File: src/rtl/seq_booth_mul.sv
// Iterative Booth multiplier with start/done handshake; signed or unsigned operands.
// Define BOOTH_RADIX4_EN for radix-4 recoding (2 bits/cycle), otherwise radix-2 (1 bit/cycle).
module seq_booth_mul #(
    parameter int WIDTH = 32
) (
    input  logic                 clock,
    input  logic                 clear,
    input  logic                 start,
    input  logic                 is_signed,
    input  logic [WIDTH-1:0]     multiplicand,
    input  logic [WIDTH-1:0]     multiplier,
    output logic [2*WIDTH-1:0]   product,
    output logic                 busy,
    output logic                 done
);

`ifdef BOOTH_RADIX4_EN
    localparam int N  = WIDTH + 2;
    localparam int AW = N + 1;            // one extra bit of headroom for +/-2M
    localparam int SH = 2;
    localparam int K  = (WIDTH + 2) / 2;
`else
    localparam int N  = WIDTH + 1;
    localparam int AW = N;
    localparam int SH = 1;
    localparam int K  = WIDTH + 1;
`endif
    localparam int CW = $clog2(K + 1);
    localparam int SW = AW + N + 1;

    typedef enum logic [1:0] {
        ST_IDLE,
        ST_RUN,
        ST_DONE
    } state_t;

    state_t          r_state;
    logic [AW-1:0]   r_a;
    logic [AW-1:0]   r_m;
    logic [N-1:0]    r_q;
    logic            r_qm1;
    logic [CW-1:0]   r_cnt;

    logic [AW-1:0]   w_m_ext;
    logic [N-1:0]    w_q_ext;
    logic [AW-1:0]   w_sum;
    logic [SW-1:0]   w_shift;
    logic [AW-1:0]   w_a_next;
    logic [N-1:0]    w_q_next;
    logic            w_qm1_next;
    logic [2*WIDTH-1:0] w_prod;

    // Unsigned operands get zero-extended so the Booth top digit never reads as negative.
    assign w_m_ext = {{(AW-WIDTH){is_signed & multiplicand[WIDTH-1]}}, multiplicand};
    assign w_q_ext = {{(N-WIDTH){is_signed & multiplier[WIDTH-1]}}, multiplier};

    always_comb begin
        // NOTE: w_sum gets a default before the case so no path leaves it unassigned (no latch).
        w_sum = r_a;
`ifdef BOOTH_RADIX4_EN
        case ({r_q[1:0], r_qm1})
            3'b001, 3'b010: w_sum = r_a + r_m;
            3'b011:         w_sum = r_a + (r_m << 1);
            3'b100:         w_sum = r_a - (r_m << 1);
            3'b101, 3'b110: w_sum = r_a - r_m;
            default:        w_sum = r_a;
        endcase
`else
        case ({r_q[0], r_qm1})
            2'b01:   w_sum = r_a + r_m;
            2'b10:   w_sum = r_a - r_m;
            default: w_sum = r_a;
        endcase
`endif
    end

    assign w_shift    = $signed({w_sum, r_q, r_qm1}) >>> SH;
    assign w_a_next   = w_shift[SW-1 -: AW];
    assign w_q_next   = w_shift[N:1];
    assign w_qm1_next = w_shift[0];
    assign w_prod     = w_shift[2*WIDTH:1];

    // NOTE: all state is sequential and uses non-blocking assignments only.
    always_ff @(posedge clock or posedge clear) begin
        if (clear) begin
            r_state <= ST_IDLE;
            r_a     <= '0;
            r_m     <= '0;
            r_q     <= '0;
            r_qm1   <= 1'b0;
            r_cnt   <= '0;
            product <= '0;
            busy    <= 1'b0;
            done    <= 1'b0;
        end else begin
            case (r_state)
                ST_IDLE: begin
                    done <= 1'b0;
                    if (start) begin
                        r_a     <= '0;
                        r_m     <= w_m_ext;
                        r_q     <= w_q_ext;
                        r_qm1   <= 1'b0;
                        r_cnt   <= CW'(K - 1);
                        busy    <= 1'b1;
                        r_state <= ST_RUN;
                    end
                end
                ST_RUN: begin
                    r_a   <= w_a_next;
                    r_q   <= w_q_next;
                    r_qm1 <= w_qm1_next;
                    if (r_cnt == '0) begin
                        product <= w_prod;
                        busy    <= 1'b0;
                        done    <= 1'b1;
                        r_state <= ST_DONE;
                    end else begin
                        r_cnt <= r_cnt - CW'(1);
                    end
                end
                ST_DONE: begin
                    done <= 1'b0;
                    if (start) begin
                        r_a     <= '0;
                        r_m     <= w_m_ext;
                        r_q     <= w_q_ext;
                        r_qm1   <= 1'b0;
                        r_cnt   <= CW'(K - 1);
                        busy    <= 1'b1;
                        r_state <= ST_RUN;
                    end else begin
                        r_state <= ST_IDLE;
                    end
                end
                default: begin
                    busy    <= 1'b0;
                    done    <= 1'b0;
                    r_state <= ST_IDLE;
                end
            endcase
        end
    end

endmodule

File: config.mk
export PLATFORM = sky130hd
export DESIGN_NAME = seq_booth_mul
export DESIGN_NICKNAME = d
export VERILOG_FILES = /design/src/rtl/seq_booth_mul.sv
export SDC_FILE = /design/constraint.sdc
export NUM_CORES = 1
export LEC_CHECK = 0
export CORE_ASPECT_RATIO = 1.2
export CORE_MARGIN = 2
export CORE_UTILIZATION = 50
export CTS_BUF_LIST = sky130_fd_sc_hd__clkbuf_8
export CTS_CLUSTER_DIAMETER = 120
export CTS_CLUSTER_SIZE = 8
export DETAILED_ROUTE_END_ITERATION = 8
export PLACE_DENSITY = 0.72
export SLEW_MARGIN = 40
export SYNTH_ARGS = -nofsm -noshare
export SYNTH_HDL_FRONTEND = slang
export SYNTH_SLANG_ARGS = --single-unit
File: constraint.sdc
create_clock -name clock -period 8.7 [get_ports clock]
set_input_delay 0.87 -clock clock [delete_from_list [all_inputs] [get_ports clock]]
set_output_delay 0.87 -clock clock [all_outputs]
set_load 0.01 [all_outputs]
# After elaboration in Yosys (flattened, before gate mapping)
# Index checks and enable logic that the tools add are counted.
# word_totals
ff_bits	174
in_bits	68
out_inout_bits	66
elab_cells	51
# op_classes
add_sub_neg	3
n_eq_ne	8
n_mux	19
bitwise_logic	2
n_reduce_logical	10
# ops
cell	n
33-bit case mux with 2 select lines	3
33-bit 2-to-1 mux	2
33-bit adder	1
33-bit subtractor	1
6-bit 2-to-1 mux	2
6-bit case mux with 2 select lines	1
2-bit AND reduction	5
6-bit logical NOT	1
1-bit 2-to-1 mux	6
2-bit inequality test, second input constant	3
2-bit case mux with 3 select lines	1
6-bit by 1-bit subtractor with 6-bit output, second input constant	1
2-bit by 1-bit == test with 1-bit output, second input constant	2
2-bit == test, second input constant	2
2-bit 2-to-1 mux	2
1-bit case mux with 2 select lines	2
3-bit AND reduction	1
1-bit bitwise AND	2
2-bit logical NOT	1
2-bit by 1-bit inequality test with 1-bit output, second input constant	1
2-bit nonzero test	1
2-bit OR reduction	1

# Depth between registers and ports, before layout
# Gate-level depths: netlist of run 1.
# depth
depth_word	4
ltp_mapped	18
mapped_depth_nobuf	18

# Worst setup path after synthesis of run 1
# OpenSTA, ideal clock, no wires.
# synth_timing
path_type	register to register
start	register r_m[2]
end	register r_a[29]
arrival_time_ns	3.939
t_required_ns	8.570
slack_ns	4.632
stages_incl_launch_ff	18
synth_period_minus_slack_ns	4.068
cell_sequence	dfrtp_1 -> or3_1 -> nor4_1 -> nand2_1 -> or3_1 -> nor3_1 -> nor2_1 -> xnor2_1 -> ha_1 -> a21oi_1 -> o221ai_1 -> a31oi_1 -> nand2b_1 -> nor4_4 -> or3_1 -> a21oi_1 -> xor2_1 -> o21ai_0
# synth_between
elab_chain_cells	3
word_cells_on_any_way	4
classes_between	add/sub (2); mux (2)
# synth_lines
element	line	rtl
start: declaration	39	logic [AW-1:0] r_m;
start signal: assignment	101	r_m <= w_m_ext;
start signal: assignment	126	r_m <= w_m_ext;
33-bit subtractor or 33-bit adder (tied branches)	71, 70	
33-bit case mux with 2 select lines (*)	69	case ({r_q[0], r_qm1})
33-bit case mux with 2 select lines (*)	96	case (r_state)
end signal: assignment	110	r_a <= w_a_next;
end: declaration	38	logic [AW-1:0] r_a;
# Every way passes the cells marked *; elsewhere a longest branch is shown, timed or not.
# A chain may end at the register's enable or synchronous reset.

# Final worst setup path of run 1
# layout_timing
start	register r_m[2]
end	register product[62]
# layout_between
elab_chain_cells	2
word_cells_on_any_way	3
classes_between	add/sub (2); mux (1)
# layout_lines
element	line	rtl
33-bit subtractor or 33-bit adder (tied branches)	71, 70	
33-bit case mux with 2 select lines (*)	69	
end signal: assignment	114	product <= w_prod;
end: declaration	12	output logic [2*WIDTH-1:0] product,
# Marked as above.

==> out/qor.yml, run 1 <==
cts:
  cts_resized: 0
  tritoncts: "done"
  clk_latency_ns: 0.48
  clockBufferDepth: 2
  clkSinkCount: 173
  cts_hold_buf: 0
  cts_root_buffer: "clkbuf_8"
  post-cts-setup-buffers: 0
  cts.htree.levels: 4
  cts_inserted_buffers: 17
  path_clk_slew_ns: 0.10
synth:
  synth_edf_count: 0
  ys.flop_type: "dfrtp_1"
  synth.distinct_cells: 59
  synth_seq_area_share_pct: 45.56
  avgSynthCellArea_um2: 8.775
  synthArstFlopShare_pct: 100.0
  synth_cells: 1083
  synth-seq-cells: 173
  syn_nets: 1188
  synth_area_um2: 9503
  yosysWarnings: 0
placed_design:
  portBuffers: 133
  hpwlAfterDp_mm: 17.59
  place_congestion: 0.9435
layout:
  final_cell_mix: "289 x nand2_1, 172 x dfrtp_1, 133 x clkdlybuf4s50_1"
  nets: 1289
  fillCellCount: 1676
  final_common_cell: "nand2_1"
  diodes: 0
  drive_gt1_share_pct: 6.015
  area_delta_synth_final_pct: 19.95
setup_path:
  cp_common_cell: "or3_1"
  regToRegSetupSlack_ns: 4.02
  critPathLaunchType: "flop"
  crit_required_ns: 9.04
  worstSetupPathType: "flop to flop"
  arrival_ns: 5.02
  rr_worst_depth: 17
  setup.worst_path.start: "r_m[2]"
  max_stage_delay_ns: 0.57
  path_cells: "or3_1 -> nor4_1 -> nand2_1 -> or3_1 -> nor3_1 -> nor2_1 -> xnor2_1 -> ha_1 -> a21oi_1 -> o221ai_1 -> a31oi_1 -> nand2b_1 -> nor4_4 -> or3_1 -> a21oi_1 -> xor2_1 -> o31ai_1"
  worstSetupEndpointType: "flop"
  reg2reg_to: "product[62]"
  crit_fanout: 8
  reg2reg_from: "r_m[2]"
  crit_slowest_cell: "nor4_1"
  setup.worst_path.end: "product[62]"
die:
  die_h_um: 155.0
  design.core.area_um2: 18720
  die_area_um2: 20130
  placementRows: 55
  start_util_pct: 50.77
  die_w_um: 129.9
  io_pins: 134
sta:
  fin_crit_ns: 4.681
  finalHoldViolations: 0
  fin_crit_sh_pct: 53.81
  slew_headroom_pct: 48.33
  finalClockSkew_ns: 0.01151
  tightest_slew_ns: 0.7751
  drv_slew: 0
  setup_viol: 0
  fmax_mhz: 213.6
  finalSetupTns_ns: 0
  rsz0062_at_grt: "no"
grt:
  track_usage_pct: 25.46
  gr-total-overflow: 0
  grt_pass1_wl_mm: 39.94
  grt_antenna_before_repair: 0
  grt_max_degree: 107
  grt_pass1_vias: 7878
detailed_routing:
  dr.pass1.iters: 4
  via_per_inst: 5.531
  finalWirelength_mm: 24.88
  vias: 8037
  drc: 0
  drtIter0Drc: 459
  antenna_left: 0
  drt-wirelength-per-cell_um: 17.12
run_status:
  status: "complete, no violations"
hold_path:
  hp-class: "flop to flop"
job:
  cap_violations: 0
[layer usage]
metal	vias to the layer above	GRT usage [%]	routed length, um
met5	-	0	0
li1	3903	-	-
met1	3876	31.45	10320
met3	47	6.155	1265
met2	211	42.26	12380
met4	0	11.21	914
[layout make-up]
type,count,area (um^2),share of cell area (%)
inverter,25,101.3,0.8891
timing repair buffer,141,1395,12.24
multi-input combinational,826,4883,42.84
tap,256,320.3,2.810
sequential,173,4333,38.01
clock inverter,15,131.4,1.153
clock buffer,17,234.0,2.053
[worst min path at each step]
stage / startpoint / to / slack, ns / depth (start not counted)
finish: product[45] / product[45] / 0.48 / 2
global route: product[12] / product[12] / 0.51 / 2
CTS: product[45] / product[45] / 0.48 / 2
detailed placement: product[25] / product[25] / 0.46 / 2
global placement: product[23] / product[23] / 0.46 / 2
floorplan: r_m[32] / r_m[32] / 0.46 / 2
[flip-flops by register name, summed over array words and instances (netlist names)]
| name | cells |
|---|---|
| product | 64 |
| r_m | 33 |
| r_q | 33 |
| r_a | 32 |
| r_cnt | 6 |
| r_state | 2 |
| busy | 1 |
| done | 1 |
| r_qm1 | 1 |
[cells by family after synthesis]
group	Yosys count	synth area share, %
simple gates	444	20.28
compound gates	234	14.80
flops	173	45.56
fa+ha+maj	37	4.951
buf+inv	84	3.318
mux	51	5.490
xor+xnor	60	5.609
[cell usage after synthesis (10+ instances only)]
cell type | instances | area [um^2]
xnor2_1 | 49 | 429.2
xor2_1 | 10 | 87.58
a31oi_1 | 13 | 81.33
clkbuf_1 | 50 | 187.7
nand3_1 | 21 | 105.1
nor2_1 | 55 | 206.5
nor3_1 | 19 | 95.09
a21o_1 | 16 | 120.1
a21oi_1 | 59 | 295.3
inv_1 | 25 | 93.84
mux2i_1 | 42 | 420.4
and3_1 | 11 | 68.82
o21ai_0 | 93 | 465.5
a22o_1 | 13 | 113.9
ha_1 | 36 | 450.4
dfrtp_1 | 173 | 4329
nand2_1 | 290 | 1089
[worst max-delay path, delay by kind of cell, from the launching register on]
| family | cells | cell delay [ns] |
|---|---|---|
| fa+ha+maj | 1 | 0.38 |
| compound gates | 5 | 0.84 |
| flops | 1 | 0.43 |
| xor+xnor | 2 | 0.35 |
| simple gates | 9 | 2.52 |
[through the flow]
| step | setup slack, ns | utilization (%) | hold slack [ns] | cells | instance area (um^2) |
|---|---|---|---|---|---|
| detailed placement | 4.070 | 58.94 | 0.4613 | 1421 | 11030 |
| finish | 4.019 | 60.90 | 0.4824 | 1453 | 11400 |
| floorplan | 3.142 | - | 0.4596 | 1083 | 9503 |
| global placement | 4.113 | 58.87 | 0.4594 | 1421 | 11020 |
| CTS | 4.054 | 60.90 | 0.4849 | 1453 | 11400 |
| global route | 3.615 | 60.90 | 0.5076 | 1453 | 11400 |
Power of run 1 is left out: the tool's default activity adds up to more than one toggle a clock period on the data nets, which glitch-free logic cannot reach.
==> run 2, diff against run 1 <==
Clock period 8.7 ns to 4.7 ns, I/O delays scaled along.
==> run 2 against run 1 <==
Against the previous run: sequential cell count stayed put; critical path depth stayed put; utilization increased by 0.51 points; worst hold slack got worse by 0.18 ns; setup slack got worse by 3.7 ns; via count is 0.88% lower; highest routed layer unchanged.
==> out/qor.yml, run 2 (synthesized netlist as in run 1, its figures left out) <==
layout:
  drive_gt1_share_pct: 6.545  # +0.53 points
  final_cells: 1464  # +0.76%
  area_delta_synth_final_pct: 20.96
  seq_area_um2: 4330  # about the same
  largest_register_ffs: 64  # unchanged
  final_common_cell: "nand2_1"
  fillCellCount: 1731  # +3.3%
  final_cell_mix: "289 x nand2_1, 172 x dfrtp_1, 133 x clkdlybuf4s50_1"
  top_regs: "product (64), r_m (33), r_q (33)"
  nets: 1299  # +0.78%
  regMostFlops: "product"
  multi_input_area_um2: 4876  # -0.15%
detailed_routing:
  via_per_inst: 5.441  # -1.6%
  vias: 7966  # -0.88%
  finalWirelength_mm: 24.90  # about the same
  antenna_left: 0  # unchanged
  dr.pass1.iters: 5  # +1
  drc: 0  # unchanged
  drt-wirelength-per-cell_um: 17.01  # -0.66%
  drtIter0Drc: 480  # +4.6%
sta:
  tightest_slew_ns: 0.8389  # +0.06383 ns
  finalClockSkew_ns: 0.01653  # +0.005020 ns
  setup_viol: 0  # unchanged
  drv_slew: 0  # unchanged
  fmax_mhz: 230.1  # +7.7%
  fin_crit_sh_pct: 92.47  # +39 points
  finalHoldViolations: 0  # unchanged
  setup_ws_ns: 0.3538  # -3.665 ns
  finalSetupTns_ns: 0  # unchanged
  rsz0062_at_grt: "no"
  fin_crit_ns: 4.346  # -0.3350 ns
  slew_headroom_pct: 44.01  # -4.3 points
cts:
  tritoncts: "done"
  clockBufferDepth: 2  # unchanged
  cts_hold_buf: 0  # unchanged
  cts.htree.levels: 4  # unchanged
  clk_latency_ns: 0.47  # about the same
  clkSinkCount: 173  # unchanged
  cts_root_buffer: "clkbuf_8"
  path_clk_slew_ns: 0.11  # about the same
  cts_inserted_buffers: 17  # unchanged
die:
  die_w_um: 129.9  # unchanged
  io_pins: 134  # unchanged
  placementRows: 55  # unchanged
  start_util_pct: 50.77  # unchanged
  die_h_um: 155.0  # unchanged
  design.core.area_um2: 18720  # unchanged
  die_area_um2: 20130  # unchanged
placed_design:
  dp_cells: 1429  # +0.56%
  place_congestion: 0.9671  # +2.5%
  portBuffers: 133  # unchanged
  hpwlAfterDp_mm: 17.93  # +1.9%
  pre_cts_slack_ns: 0.3697  # -3.701 ns
setup_path:
  arrival_ns: 4.68  # -0.34 ns
  crit_required_ns: 5.03  # -4.01 ns
  critPathLaunchType: "flop"
  worstSetupEndpointType: "flop"
  worstSetupPathType: "flop to flop"
  crit_fanout: 8  # unchanged
grt:
  grt_pass1_vias: 7761  # -1.5%
  grt_pass1_wl_mm: 39.96  # about the same
  grt_max_degree: 89  # -17%
  track_usage_pct: 25.43  # -0.027 points
  gr-total-overflow: 0  # unchanged
  grt_antenna_before_repair: 1  # +1
job:
  cap_violations: 0  # unchanged
run_status:
  status: "complete, no violations"
hold_path:
  hp-class: "input pin to asynchronous set/reset pin"
-- run 2: cell type report --
cell class	count	area share, %
multi-input cells	826	42.42
flip-flops and latches	173	37.67
repair buffers	151	13.07
well taps	256	2.787
clock buffers	17	2.035
clock inverters	15	1.132
inverters	25	0.8599
diodes	1	0.02177
-- run 2: path summary, 6_finish.rpt --
kind | to | from | cells after the start | slack (ns)
hold reg to reg | product[29] | product[29] | 2 | 0.48
hold / removal | r_q[17] | clear | 2 | 0.30
setup reg to reg | product[62] | r_m[6] | 17 | 0.35
max in group asynchronous | product[34] | clear | 4 | 3.43
setup / recovery | product[62] | r_m[6] | 17 | 0.35
min in group clock | product[29] | product[29] | 2 | 0.48
-- run 2: metal layers --
metal  GRT usage [%]  wire length (um)  part of all wire, %  up-vias
met5               0                 0                    0        -
met3           7.256              1619                  6.5       42
met4           9.319               726                  2.9        0
met2           42.58             12290                   49      209
li1                -                 -                    -     3920
met1           31.18             10260                   41     3795
-- run 2: timing repair --
| item | 4_1_cts | 5_1_grt |
|---|---|---|
| setup endpoints to repair | 0 | 1 |
| setup buffers | 0 | 1 |
| gates resized for setup | 0 | 1 |
-- run 2: critical path, stage by stage (launching register included) --
cell and delay [ns]:
dfrtp_1 0.43, or4_1 0.60, nor4_2 0.24, nand2_1 0.11, or3_1 0.42, nor3_1 0.15
nor2_1 0.07, xnor2_1 0.14, ha_1 0.37, a21oi_1 0.19, o221ai_1 0.14, a31oi_1 0.22
nand2b_1 0.25, nor4_4 0.09, or3_1 0.34, a21oi_1 0.18, xor2_1 0.19, o31ai_1 0.09
-- run 2: per-stage QoR --
step	instance area, um^2	hold WS (ns)	utilization (%)
2_1_floorplan	9507	0.4596	-
3_3_place_gp	11090	0.4567	59.22
3_5_place_dp	11090	0.4619	59.22
4_1_cts	11450	0.4542	61.17
5_1_grt	11490	0.2950	61.40
6_report	11490	0.3015	61.41
Power of run 2 is left out for the same reason.
==> run 3, diff against run 2 <==
Settings changed: CAP_MARGIN set to 20, SLEW_MARGIN 40 to 10.
==> run 3 against run 2 <==
Against the previous run: final cell count is essentially flat; non-clock buffer count shrank 1; critical path depth is the same; critical endpoint unchanged; design area shrank 0.28%; highest routed layer unchanged; first-iteration DRC count grew 10%; sequential share of layout area grew 0.11 points; global-route usage is the same; clock skew is essentially flat; routed wire length shrank 0.20%; worst hold slack gained 0.15 ns; sequential cell count is the same.
==> out/qor.yml, run 3 (synthesized netlist as in run 1, its figures left out) <==
grt:
  track_usage_pct: 25.43  # unchanged
  gr-total-overflow: 0  # unchanged
  grt_use_met2_pct: 42.58  # unchanged
  grt_antenna_before_repair: 1  # unchanged
  grt_pass1_vias: 7761  # unchanged
  met3_usage_pct: 7.256  # unchanged
  use_met1_pct: 31.18  # unchanged
  grt_pass1_wl_mm: 39.96  # unchanged
  top_usage_layer: "met2"
  grt_max_degree: 89  # unchanged
sta:
  fin_crit_sh_pct: 92.67  # +0.19 points
  slew_headroom_pct: 43.48  # -0.53 points
  finalHoldViolations: 0  # unchanged
  setup_viol: 0  # unchanged
  finalSetupTns_ns: 0  # unchanged
  tightest_slew_ns: 0.8477  # +0.008847 ns
  fmax_mhz: 229.6  # -0.21%
  drv_slew: 0  # unchanged
  fin_hold_ws_ns: 0.4524  # +0.1510 ns
  rsz0062_at_grt: "no"
  finalClockSkew_ns: 0.01675  # +0.0002220 ns
  fin_crit_ns: 4.355  # +0.009076 ns
die:
  placementRows: 55  # unchanged
  die_w_um: 129.9  # unchanged
  die_area_um2: 20130  # unchanged
  start_util_pct: 50.77  # unchanged
  io_pins: 134  # unchanged
  die_h_um: 155.0  # unchanged
  design.core.area_um2: 18720  # unchanged
detailed_routing:
  via_per_inst: 5.437  # about the same
  antenna_left: 0  # unchanged
  drtIter0Drc: 530  # +10%
  drc: 0  # unchanged
  drt-wirelength-per-cell_um: 16.98  # -0.14%
  finalWirelength_mm: 24.85  # -0.20%
  vias: 7954  # -0.15%
  dr.pass1.iters: 5  # unchanged
layout:
  largest_register_ffs: 64  # unchanged
  nets: 1298  # -0.077%
  drive_gt1_share_pct: 6.468  # -0.077 points
  regMostFlops: "product"
  area_delta_synth_final_pct: 20.62
  fin_util_pct: 61.24  # -0.17 points
  top_regs: "product (64), r_m (33), r_q (33)"
  fillCellCount: 1734  # +0.17%
  final_cell_mix: "289 x nand2_1, 172 x dfrtp_1, 133 x clkdlybuf4s50_1"
  final_common_cell: "nand2_1"
  final_cells: 1463  # -0.068%
setup_path:
  critPathLaunchType: "flop"
  max_stage_delay_ns: 0.60  # about the same
  rr_worst_depth: 17  # unchanged
  arrival_ns: 4.69  # about the same
  path_delay_family: "simple AND/OR/NAND/NOR gates"
  path_cells: "or4_1 -> nor4_2 -> nand2_1 -> or3_1 -> nor3_1 -> nor2_1 -> xnor2_1 -> ha_1 -> a21oi_1 -> o221ai_1 -> a31oi_1 -> nand2b_1 -> nor4_4 -> or3_1 -> a21oi_1 -> xor2_1 -> o31ai_1"
  worst-path-buf-inv: 0  # unchanged
  crit_slowest_cell: "or4_1"
  reg2reg_from: "r_m[6]"
  worstSetupPathType: "flop to flop"
  reg2reg_to: "product[62]"
  crit_required_ns: 5.03  # about the same
  crit_fanout: 8  # unchanged
  regToRegSetupSlack_ns: 0.34  # about the same
  worstSetupEndpointType: "flop"
placed_design:
  dp_cells: 1429  # unchanged
  place_congestion: 0.9671  # unchanged
  hpwlAfterDp_mm: 17.93  # unchanged
  portBuffers: 133  # unchanged
cts:
  cts.htree.levels: 4  # unchanged
  clk_latency_ns: 0.47  # about the same
  cts_inserted_buffers: 17  # unchanged
  path_clk_slew_ns: 0.10  # about the same
  clockBufferDepth: 2  # unchanged
  tritoncts: "done"
  cts_root_buffer: "clkbuf_8"
  clkSinkCount: 173  # unchanged
run_status:
  status: "complete, no violations"
job:
  cap_violations: 0  # unchanged
hold_path:
  hp-class: "input pin to asynchronous set/reset pin"
-- run 3: cell count changes in the layout (fill, tap and decap cells not counted), sizes merged --
cell    before  now
buf         18   17
clkinv       6    5
inv         32   33
-- run 3: per-layer routing --
| layer | wire, um | up-vias |
|---|---|---|
| li1 | - | 3917 |
| met1 | 10220 | 3771 |
| met2 | 12230 | 221 |
| met3 | 1643 | 45 |
| met4 | 759 | 0 |
| met5 | 0 | - |
-- run 3: worst reg2reg max path: stages (launching register included) --
cell and delay, ns:
dfrtp_1 0.43, or4_1 0.60, nor4_2 0.24, nand2_1 0.11, or3_1 0.42, nor3_1 0.16
nor2_1 0.07, xnor2_1 0.14, ha_1 0.37, a21oi_1 0.19, o221ai_1 0.14, a31oi_1 0.22
nand2b_1 0.25, nor4_4 0.09, or3_1 0.34, a21oi_1 0.18, xor2_1 0.19, o31ai_1 0.09
-- run 3: worst max-delay path by stage --
stage	start	to	slack (ns)	depth (start not counted)
final	r_m[6]	product[62]	0.34	17
after detailed placement	r_m[6]	r_a[29]	0.37	17
after global routing	r_m[6]	r_a[29]	0.04	17
after CTS	r_m[6]	product[62]	0.36	17
after floorplan	r_m[2]	r_a[29]	0.63	17
after global placement	r_m[6]	product[62]	0.46	17
-- run 3: area by class of cell --
| type | instances | area (um^2) | share of cell area [%] |
|---|---|---|---|
| Antenna cell | 1 | 2.502 | 0.02183 |
| Clock buffer | 17 | 234.0 | 2.041 |
| Clock inverter | 15 | 130.1 | 1.135 |
| Inverter | 25 | 97.59 | 0.8514 |
| Multi-Input combinational cell | 826 | 4876 | 42.54 |
| Sequential cell | 173 | 4330 | 37.78 |
| Tap cell | 256 | 320.3 | 2.794 |
| Timing Repair Buffer | 150 | 1471 | 12.84 |
-- run 3: repair_timing --
| item | 4_1_cts | 5_1_grt |
|---|---|---|
| hold buffers | 0 | 0 |
| resized for setup | 0 | 1 |
| endpoints found under the setup margin | 0 | 1 |
| buffers inserted | 0 | 1 |
-- run 3: stage by stage --
step                setup WS [ns]  instance area, um^2
global placement           0.4646                11090
global route              0.03721                11460
finish                     0.3447                11460
detailed placement         0.3697                11090
CTS                        0.3579                11450
floorplan                  0.6315                 9507
Power of run 3 is left out for the same reason.
==> variant (flow settings as in run 2) <==
Add an input register stage for `start`, with the module's reset; this delays it by one clock. The other inputs are not delayed to match.
--- a/src/rtl/seq_booth_mul.sv
+++ b/src/rtl/seq_booth_mul.sv
@@ -35,2 +35,12 @@
     } state_t;
+
+    logic start_q;
+
+    always_ff @(posedge clock or posedge clear) begin
+        if (clear) begin
+            start_q <= '0;
+        end else begin
+            start_q <= start;
+        end
+    end
 
@@ -98,3 +108,3 @@
                     done <= 1'b0;
-                    if (start) begin
+                    if (start_q) begin
                         r_a     <= '0;
@@ -123,3 +133,3 @@
                     done <= 1'b0;
-                    if (start) begin
+                    if (start_q) begin
                         r_a     <= '0;
Check against the original RTL: not equivalent (a bounded check fails within 4 cycles, from zero or initial values).
==> variant against run 2 <==
- design area up 0.90%
- count of clock-buffer cells in the layout unchanged
- die area up 0.77%
- sequential cell count up 1
- first-iteration DRC count up 24%
- clock skew up 0.57 ps
- hold slack better by 53 ps
- via count up 0.68%
- setup slack better by 3.7 ps
- synthesized area up 0.79%
- utilization up 0.10 points
- wire length down 1.8%
==> variant: results <==
export IMPL_status="finished, final reports clean"
export IMPL_powerComb_uw=6650
export IMPL_gr_total_overflow=0
export IMPL_numPortBuffers=133
export IMPL_synthFlopType="dfrtp_1"
export IMPL_grt_antenna_before_repair=0
export IMPL_syn_nets=1194
export IMPL_gp_congestion=0.932
export IMPL_synthTopCellsByCount="nand2_1, dfrtp_1, o21ai_0"
export IMPL_yosys_warnings=0
export IMPL_first_pass_iters=5
export IMPL_cp_slowest_cell="ha_1"
export IMPL_layout_drive_gt1_share_pct=6.44
export IMPL_cpPeakStageDelay_ps=470
export IMPL_worst_r2r_path_depth=16
export IMPL_fill_cells=1681
export IMPL_diodes=0
export IMPL_grt_max_degree=97
export IMPL_clkSlewWorstSetupHoldPaths_ps=110
export IMPL_slew_violations=0
export IMPL_skew_ps=17.1
export IMPL_ys_seq_area_share_pct=45.5
export IMPL_reg_top3="product: 64 flops, r_m: 33 flops, r_q: 33 flops"
export IMPL_cp_top_family="simple AND/OR/NAND/NOR gates"
export IMPL_synth_area_leaders="dfrtp_1, nand2_1, o21ai_0"
export IMPL_peakVddDrop_v=0.000359
export IMPL_ctsRootBufferMaster="clkbuf_8"
export IMPL_seqPwrFrac_pct=27.1
export IMPL_syn_inst=1089
export IMPL_grt_first_pass_wirelength_um=40400
export IMPL_min_path_type="input port to asynchronous set/reset pin"
export IMPL_critPathMaxFanout=9
export IMPL_drt_total_wl_um=24500
export IMPL_via_per_inst=5.47
export IMPL_async_flop_share_pct=100
export IMPL_final_nets=1303
export IMPL_wl_per_cell_um=16.7
export IMPL_clockBufferDepth=2
export IMPL_synth_cell_types=60
export IMPL_grt_use_total_pct=25.2
export IMPL_crit_arrival_ps=4770
export IMPL_slew_headroom_pct=48.9
export IMPL_clock_latency_ps=490
export IMPL_switchingPower_uw=5010
export IMPL_first_global_vias=7934
export IMPL_drt_iter0_drc=593
export IMPL_power_leakage_uw=0.00551
export IMPL_dp_cells=1435
export IMPL_place_hpwl_um=17000
export IMPL_htree_levels=4
export IMPL_cts_inserted_buffers=17
-- variant: cell types whose count changed after synthesis, moves of 5 or more --
| cell | run 2 | this run |
|---|---|---|
| o31ai_1 | 6 | 1 |
| nor3_1 | 19 | 13 |
| nor2_1 | 55 | 47 |
| xor2_1 | 10 | 18 |
| xnor2_1 | 49 | 40 |
| inv_1 | 25 | 17 |
| a21oi_1 | 59 | 54 |
-- variant: worst paths after layout --
| kind | to | slack, ps | from |
|---|---|---|---|
| worst max-delay path | r_a[29]$_DFFE_PP0P_ | 360 | r_m[0]$_DFFE_PP0P_ |
| worst min-delay path | product[8]$_DFFE_PP0P_ | 350 | clear |
| worst max register to register | r_a[29]$_DFFE_PP0P_ | 360 | r_m[0]$_DFFE_PP0P_ |
| worst min register to register | product[53]$_DFFE_PP0P_ | 480 | product[53]$_DFFE_PP0P_ |
| max in group asynchronous | r_m[8]$_DFFE_PP0P_ | 3470 | clear |
| min in group clock | start_q$_DFF_PP0_ | 430 | start |
-- variant: logic make-up (layout without fill, tap and decap cells) --
group	count (synthesis)	after routing	synth area share [%]
muxes	52	52	5.56
xor gates and xnor gates	58	58	5.30
buffers and inverters	80	202	3.19
adders and majority gates	37	37	4.91
AOI/OAI and AO/OA	238	238	15.0
and+or+nand+nor	450	450	20.6
DFF	174	174	45.5
-- variant: area by class of cell --
| type | count | area (um^2) | area share (%) |
|---|---|---|---|
| timing repair buffer | 152 | 1510 | 13.0 |
| clock inverter | 15 | 163 | 1.40 |
| sequential | 174 | 4360 | 37.6 |
| inverter | 18 | 71.3 | 0.615 |
| multi-input combinational | 835 | 4950 | 42.7 |
| clock buffer | 17 | 234 | 2.02 |
| tap | 256 | 320 | 2.76 |
-- variant: routing by layer --
layer / track usage, % / vias to the layer above / routed length, um / share of wire (%)
li1: - / 3958 / - / -
met1: 33.3 / 3877 / 10800 / 44
met2: 42.4 / 156 / 12100 / 49
met3: 5.66 / 29 / 1190 / 4.9
met4: 6.23 / 0 / 349 / 1.4
met5: 0 / - / 0 / 0
-- variant: metrics by stage --
stage | utilization (%) | setup WS, ps | area (um^2) | power, uW | hold slack, ps
global route | 61.5 | 41.6 | 11600 | 11600 | 383
global placement | 59.2 | 413 | 11200 | 9400 | 457
floorplan | - | 979 | 9580 | 7530 | 460
detailed placement | 59.4 | 241 | 11200 | 9480 | 461
CTS | 61.5 | 222 | 11600 | 10600 | 350
finish | 61.5 | 357 | 11600 | 10600 | 355
-- variant: repair_timing --
item / in CTS / in global routing
setup buffers: 0 / 0
endpoints found under the setup margin: 0 / 2
gates resized for setup: 0 / 1
